[src/rtl/apb_cfg_seq.sv]
// APB configuration sequencer: writes N_CFG config words and a GO command,
// then polls a status register until its done bit sets, a slave error, or a timeout.
module apb_cfg_seq #(
    parameter int                ADDR_W    = 32,
    parameter int                DATA_W    = 32,
    parameter int                N_CFG     = 4,
    parameter logic [ADDR_W-1:0] CFG_BASE  = 32'h0000_0000,
    parameter logic [ADDR_W-1:0] GO_ADDR   = 32'h0000_0040,
    parameter logic [DATA_W-1:0] GO_DATA   = 32'h0000_0001,
    parameter logic [ADDR_W-1:0] STAT_ADDR = 32'h0000_0044,
    parameter logic [DATA_W-1:0] DONE_MASK = 32'h0000_0001,
    parameter int                POLL_GAP  = 8,
    parameter int                MAX_POLLS = 1024
) (
    input  logic                    clk,
    input  logic                    reset_n,
    input  logic                    start,
    input  logic [N_CFG*DATA_W-1:0] cfg_data,
    output logic                    busy,
    output logic                    done,
    output logic                    err,
    output logic                    psel,
    output logic                    penable,
    output logic                    pwrite,
    output logic [ADDR_W-1:0]       paddr,
    output logic [DATA_W-1:0]       pwdata,
    input  logic [DATA_W-1:0]       prdata,
    input  logic                    pready,
    input  logic                    pslverr
);

    // state    | meaning
    // IDLE     | waiting for start, APB idle
    // W_SETUP  | write setup phase: config word idx, or GO once idx==N_CFG
    // W_ACCESS | write access phase, waiting for pready
    // R_SETUP  | status read setup phase
    // R_ACCESS | status read access phase, waiting for pready
    // GAP      | idle spacing between status reads
    typedef enum logic [2:0] {
        S_IDLE, S_W_SETUP, S_W_ACCESS, S_R_SETUP, S_R_ACCESS, S_GAP
    } state_t;

    localparam int IDX_W  = $clog2(N_CFG + 1);
    localparam int POLL_W = $clog2(MAX_POLLS + 1);
    localparam int GAP_W  = (POLL_GAP > 0) ? $clog2(POLL_GAP + 1) : 1;

    state_t                    r_state, w_state_nxt;
    logic [IDX_W-1:0]          r_idx, w_idx_nxt;
    logic [POLL_W-1:0]         r_polls, w_polls_nxt;
    logic [GAP_W-1:0]          r_gap, w_gap_nxt;
    logic [N_CFG*DATA_W-1:0]   r_cfg, w_cfg_nxt;
    logic                      r_busy, w_busy_nxt;
    logic                      r_done, w_done_nxt;
    logic                      r_err, w_err_nxt;
    logic                      w_is_go;
    logic [ADDR_W-1:0]         w_waddr;
    logic [DATA_W-1:0]         w_wdata;

    assign busy = r_busy;
    assign done = r_done;
    assign err  = r_err;

    assign w_is_go = (r_idx == IDX_W'(N_CFG));
    assign w_waddr = w_is_go ? GO_ADDR : (CFG_BASE + (ADDR_W'(r_idx) << 2));
    assign w_wdata = w_is_go ? GO_DATA : DATA_W'(r_cfg >> (r_idx * DATA_W));

    always_ff @(posedge clk or negedge reset_n) begin
        if (!reset_n) begin
            r_state <= S_IDLE;
            r_idx   <= '0;
            r_polls <= '0;
            r_gap   <= '0;
            r_cfg   <= '0;
            r_busy  <= 1'b0;
            r_done  <= 1'b0;
            r_err   <= 1'b0;
        end else begin
            r_state <= w_state_nxt;
            r_idx   <= w_idx_nxt;
            r_polls <= w_polls_nxt;
            r_gap   <= w_gap_nxt;
            r_cfg   <= w_cfg_nxt;
            r_busy  <= w_busy_nxt;
            r_done  <= w_done_nxt;
            r_err   <= w_err_nxt;
        end
    end

    always_comb begin
        w_state_nxt = r_state;
        w_idx_nxt   = r_idx;
        w_polls_nxt = r_polls;
        w_gap_nxt   = r_gap;
        w_cfg_nxt   = r_cfg;
        w_busy_nxt  = r_busy;
        w_done_nxt  = 1'b0;
        w_err_nxt   = r_err;
        psel        = 1'b0;
        penable     = 1'b0;
        pwrite      = 1'b0;
        paddr       = '0;
        pwdata      = '0;
        case (r_state)
            S_IDLE: begin
                if (start) begin
                    w_cfg_nxt   = cfg_data;
                    w_idx_nxt   = '0;
                    w_polls_nxt = '0;
                    w_err_nxt   = 1'b0;
                    w_busy_nxt  = 1'b1;
                    w_state_nxt = S_W_SETUP;
                end
            end
            S_W_SETUP: begin
                psel        = 1'b1;
                pwrite      = 1'b1;
                paddr       = w_waddr;
                pwdata      = w_wdata;
                w_state_nxt = S_W_ACCESS;
            end
            S_W_ACCESS: begin
                psel    = 1'b1;
                penable = 1'b1;
                pwrite  = 1'b1;
                paddr   = w_waddr;
                pwdata  = w_wdata;
                if (pready) begin
                    if (pslverr) begin
                        w_err_nxt   = 1'b1;
                        w_busy_nxt  = 1'b0;
                        w_state_nxt = S_IDLE;
                    end else if (!w_is_go) begin
                        w_idx_nxt   = r_idx + IDX_W'(1);
                        w_state_nxt = S_W_SETUP;
                    end else begin
                        w_state_nxt = S_R_SETUP;
                    end
                end
            end
            S_R_SETUP: begin
                psel        = 1'b1;
                paddr       = STAT_ADDR;
                w_state_nxt = S_R_ACCESS;
            end
            S_R_ACCESS: begin
                psel    = 1'b1;
                penable = 1'b1;
                paddr   = STAT_ADDR;
                if (pready) begin
                    if (pslverr) begin
                        w_err_nxt   = 1'b1;
                        w_busy_nxt  = 1'b0;
                        w_state_nxt = S_IDLE;
                    end else if ((prdata & DONE_MASK) != '0) begin
                        w_done_nxt  = 1'b1;
                        w_busy_nxt  = 1'b0;
                        w_state_nxt = S_IDLE;
                    end else begin
                        w_polls_nxt = r_polls + POLL_W'(1);
                        if (r_polls == POLL_W'(MAX_POLLS - 1)) begin
                            w_err_nxt   = 1'b1;
                            w_busy_nxt  = 1'b0;
                            w_state_nxt = S_IDLE;
                        end else if (POLL_GAP == 0) begin
                            w_state_nxt = S_R_SETUP;
                        end else begin
                            // down-counter: GAP lasts exactly POLL_GAP cycles
                            w_gap_nxt   = GAP_W'(POLL_GAP - 1);
                            w_state_nxt = S_GAP;
                        end
                    end
                end
            end
            S_GAP: begin
                if (r_gap == '0) w_state_nxt = S_R_SETUP;
                else             w_gap_nxt   = r_gap - GAP_W'(1);
            end
            default: w_state_nxt = S_IDLE;
        endcase
    end

endmodule

[config.mk]
export PLATFORM = sky130hd
export DESIGN_NAME = apb_cfg_seq
export DESIGN_NICKNAME = d
export VERILOG_FILES = /design/src/rtl/apb_cfg_seq.sv
export SDC_FILE = /design/constraint.sdc
export NUM_CORES = 1
export LEC_CHECK = 0
export BUFFER_PORTS_ARGS = -buffer_cell sky130_fd_sc_hd__buf_4
export CAP_MARGIN = 20
export CORE_UTILIZATION = 50
export CTS_CLUSTER_DIAMETER = 100
export DETAILED_ROUTE_END_ITERATION = 6
export GPL_TIMING_DRIVEN = 0
export PLACE_DENSITY = 0.86
export SYNTH_ARGS = -nofsm -noshare
export SYNTH_HDL_FRONTEND = slang
export SYNTH_SLANG_ARGS = --single-unit
export TNS_END_PERCENT = 30
[constraint.sdc]
create_clock -name clk -period 5.5 [get_ports clk]
set_input_delay 1.1 -clock clk [delete_from_list [all_inputs] [get_ports clk]]
set_output_delay 1.1 -clock clk [all_outputs]
set_load 0.02 [all_outputs]
# Word level (Yosys, flattened, before mapping)
# Cells that the tools add are included.
word_totals:
  in_bits: 165
  regBits: 152
op_classes:
  n_shift: 1
  add_sub_neg: 3
  n_mux: 53
  eq_ne: 21
  reduce_logical: 17
ops:
  columns: ["operator", "n"]
  rows:
  - ["$shr A128 B8 Y32", 1]
  - ["$mux W32", 2]
  - ["$mux W11", 4]
  - ["$mux W3", 11]
  - ["$ne A2 B2 Y1 const B", 11]
  - ["$pmux W11 S2", 1]
  - ["$mux W1", 21]
  - ["$mux W4", 5]
  - ["$pmux W3 S6", 1]
  - ["$pmux W7 S2", 1]
  - ["$reduce_and A6 Y1", 2]
  - ["$add A11 B1 Y11 const B", 1]
  - ["$eq A11 B10 Y1 const B", 1]
  - ["$reduce_and A5 Y1", 2]
  - ["$eq A3 B3 Y1 const B", 3]
  - ["$pmux W4 S2", 1]
  - ["$mux W7", 1]
  - ["$reduce_and A7 Y1", 1]
  - ["$eq A3 B2 Y1 const B", 2]
  - ["$ne A3 B3 Y1 const B", 2]
  - ["$pmux W1 S3", 2]
  - ["$pmux W3 S2", 1]
  - ["$reduce_bool A2 Y1", 3]
  - ["$reduce_or A2 Y1", 3]
  - ["11 further kinds", 12]

# Logic depth before layout (Yosys ltp)
logic_depth:
  word_depth: 6
  depth_mapped: 8
  depth_no_buf: 6

# Worst setup path after synthesis
# OpenSTA, ideal clock, no wires.
synth_timing:
  kind: "register -> output"
  start: "register r_idx[1]"
  end: "output paddr[2]"
  slack_ps: 2178
  t_required_ps: 4400
  arrival_ps: 2222
  stages_incl_launch_ff: 9
  path_buffers: 2
  cell_sequence: "dfrtp_1 clkbuf_1 clkbuf_1 inv_1 ha_1 nand2_1 nand2_1 maj3_1 o21ai_0"
synth_between:
  elab_chain_cells: 3
synth_lines:
  columns: ["element", "line", "source"]
  rows:
  - ["start: declaration", "48", "logic [IDX_W-1:0] r_idx, w_idx_nxt;"]
  - ["start signal: assignment", "79", "r_idx <= w_idx_nxt;"]
  - ["$eq A3 B3 Y1", "63", "assign w_is_go = (r_idx == IDX_W'(N_CFG));"]
  - ["$mux W7", "64", "assign w_waddr = w_is_go ? GO_ADDR : (CFG_BASE + (ADDR_W'(r_idx) << 2));"]
  - ["$pmux W7 S2", "103", "case (r_state)"]
  - ["end: declaration", "25", "output logic [ADDR_W-1:0] paddr,"]
# Every way passes these cells.

# Worst setup path in the final report
# Ends and elaborated chain as after synthesis.

==> flow_summary.json <==
{
  "status": "completed",
  "cts_hold_buffers": 0,
  "post-route-drc-count": 0,
  "die_w_um": 125,
  "dieArea_mm2": 0.0155,
  "via_count_of_the_first_global_routing_pass": 6369,
  "setup.worst_path.class": "reg2out",
  "place.detailed.instances": 1198,
  "route.antenna.remaining_nets": 0,
  "rr_endpoint": "r_idx[1]",
  "yosys_warnings": 0,
  "inserted_diodes": 0,
  "synth-seq-cells": 152,
  "grt_first_pass_wirelength_mm": 32.6,
  "fp-row-count": 44,
  "finalWorstPathRequiredPeriod_ps": 4150,
  "leakagePower_nw": 5.09,
  "final.setup_skew_ps": 6.31,
  "drt-vias-per-instance": 5.18,
  "synth_cell_type_count": 55,
  "number_of_buffers_on_the_longest_clock_path": 2,
  "syn_to_final_growth_pct": 30.7,
  "place.gp.congestion": 0.850,
  "slew_headroom_pct": 40.0,
  "ctsResizeCount": 0,
  "max-vdd-ir-drop_mv": 0.266,
  "number_of_cells_traversed_by_the_worst_register_to_register_path": 8,
  "initial_core_utilization_pct": 51.4,
  "detailedPlacementHpwl_mm": 14.5,
  "grt_antenna_before_repair": 0,
  "timing.rr.start": "r_idx[1]",
  "worstSetupEndpointType": "primary output",
  "drt_iter0_markers": 459,
  "critical_path.endpoint": "paddr[2]",
  "die_h_um": 125,
  "totalWireLength_mm": 20.1,
  "port_buf_inserts": 175,
  "path_max_fanout": 10,
  "io-pin-count": 235,
  "cap_violations": 0,
  "grt_overflow": 0,
  "min_path_type": "reg2reg",
  "wl_per_cell_um": 16.3,
  "grt_use_total_pct": 27.2,
  "final_hold_viol_count": 0,
  "final_layout_size_suffix_gt1_share_pct": 29.3,
  "slew_at_the_pin_closest_to_its_max_slew_limit_ps": 887,
  "post_synth.cell_area_avg_um2": 9.25,
  "synth_edf_count": 0,
  "via_count": 6370,
  "firstDrtPassIters": 5,
  "post-cts-setup-buffer-count": 0,
  "core-area_mm2": 0.0146,
  "synthesis.instances": 811,
  "power-per-cell-area_mw_per_mm2": 566,
  "htreeDepth": 4,
  "worstPathArrival_ps": 3050,
  "final_min_period_over_clock_period_pct": 75.4,
  "rsz_0062_raised_after_global_routing": "false",
  "setup_tns_ps": 0,
  "final_setup_viols": 0,
  "netlist_top_cells_count": "nand2_1, dfrtp_1, mux4_2, nor2b_1, buf_4",
  "worst_setup_hold_path_clk_slew_ps": 60,
  "synth_top_area_share_pct": 50.7,
  "synth_top_flop_cell": "dfrtp_1",
  "synth_top_area_cell": "dfrtp_1",
  "cts_inserted_buffers": 17,
  "synth_async_sr_flop_share_pct": 100,
  "tritoncts": "done",
  "timing_max_transition_violations_final": 0,
  "r2r_slack_ps": 3040,
  "clock.fmax_mhz": 241,
  "ys_top_cells_by_area": "dfrtp_1, nand2_1, mux4_2",
  "synth_seq_area_share_pct": 50.7,
  "clockRootBuffer": "clkbuf_16",
  "cts.sinks": 152,
  "filler_cell_count": 1178,
  "mappedNetlistArea_mm2": 0.00750,
  "worst_setup_path_startpoint": "r_idx[1]",
  "cp.required_ps": 4400,
  "grt_start_max_net_pins": 97,
  "finish.net_count": 1202,
  "insertion_delay_ps": 420,
  "setup.worst_path.start_class": "flop",
  "synth_most_common_cell": "nand2_1",
  "layoutNonFillerInstCount": 1230
}
-- critical path, cell delays in order, from the launching register on --
cell and delay, ps:
dfrtp_1 340, clkbuf_1 340, clkbuf_1 600, inv_1 150, ha_1 270, nand2_1 160
nand2_1 90, maj3_1 360, o21ai_0 150, buf_4 160
-- routing by layer --
metal	vias to the layer above	part of all wire, %	GRT usage [%]
li1	3023	-	-
met1	3090	40	34.3
met2	225	52	46.1
met3	32	6.5	6.10
met4	0	2.1	9.36
met5	-	0	0
-- cells by family (layout without fill, tap and decap cells) --
| family | after synthesis | after routing | synth area share [%] |
|---|---|---|---|
| AOI/OAI and AO/OA | 44 | 44 | 3.79 |
| xor gates and xnor gates | 7 | 7 | 0.817 |
| adders and majority gates | 6 | 6 | 0.934 |
| buffers and inverters | 82 | 290 | 6.12 |
| DFF | 152 | 152 | 50.7 |
| muxes | 36 | 36 | 10.2 |
| other | 1 | 28 | 0.0500 |
| and+or+nand+nor | 483 | 483 | 27.4 |
-- how the worst min path moves through the flow --
| stage | from | endpoint | slack (ps) | cells after the start |
|---|---|---|---|---|
| floorplan | r_cfg[64] | r_cfg[64] | 440 | 2 |
| global placement | r_cfg[69] | r_cfg[69] | 450 | 2 |
| detailed placement | r_cfg[77] | r_cfg[77] | 460 | 2 |
| CTS | r_cfg[92] | r_cfg[92] | 470 | 2 |
| global route | r_cfg[118] | r_cfg[118] | 490 | 2 |
| finish | r_cfg[65] | r_cfg[65] | 470 | 2 |
-- stage by stage --
stage	power [mW]	setup WS, ps	area [µm²]	utilization, %	hold WS [ps]
4_1_cts	5.57	1320	9810	67.2	474
3_5_place_dp	4.32	1770	9180	62.9	458
6_report	5.55	1350	9810	67.2	472
3_3_place_gp	4.22	1860	9150	62.7	452
5_1_grt	5.90	1090	9810	67.2	491
2_1_floorplan	3.44	2180	7600	-	440
-- cell usage in the layout (no fill, tap or decap), drive strengths merged, types with 4 or more instances in the layout --
cell      netlist  final
nand2         398    398
buf            59    235
dfrtp         152    152
clkbuf         16     33
mux4           32     32
nor2b          32     32
conb            1     28
nor2           13     13
a21oi          12     12
o21ai          10     10
or3             9      9
inv             7      9
clkinvlp        0      6
o211ai          4      4
xor2            4      4
ha              4      4
bufinv          0      4
nor4b           4      4
-- power by group --
part           internal (mW)  switching (mW)
logic                   1.03            1.41
clock network          0.760           0.478
registers               1.61           0.266
-- registers in the layout, summed over array words and instances, names as in the netlist --
register  flops
r_cfg       128
r_state       3
err           1
r_polls      11
busy          1
r_gap         4
r_idx         3
done          1
-- final cells by class --
class,count,area [µm²],share of cell area [%]
multi-input cells,604,3340,34.1
flip-flops and latches,152,3800,38.8
well taps,184,230,2.35
plain buffers,75,433,4.41
inverters,7,26.3,0.268
clock buffers,17,425,4.34
repair buffers,176,1350,13.7
clock inverters,15,201,2.05
Power figures use the tool's default switching activity.
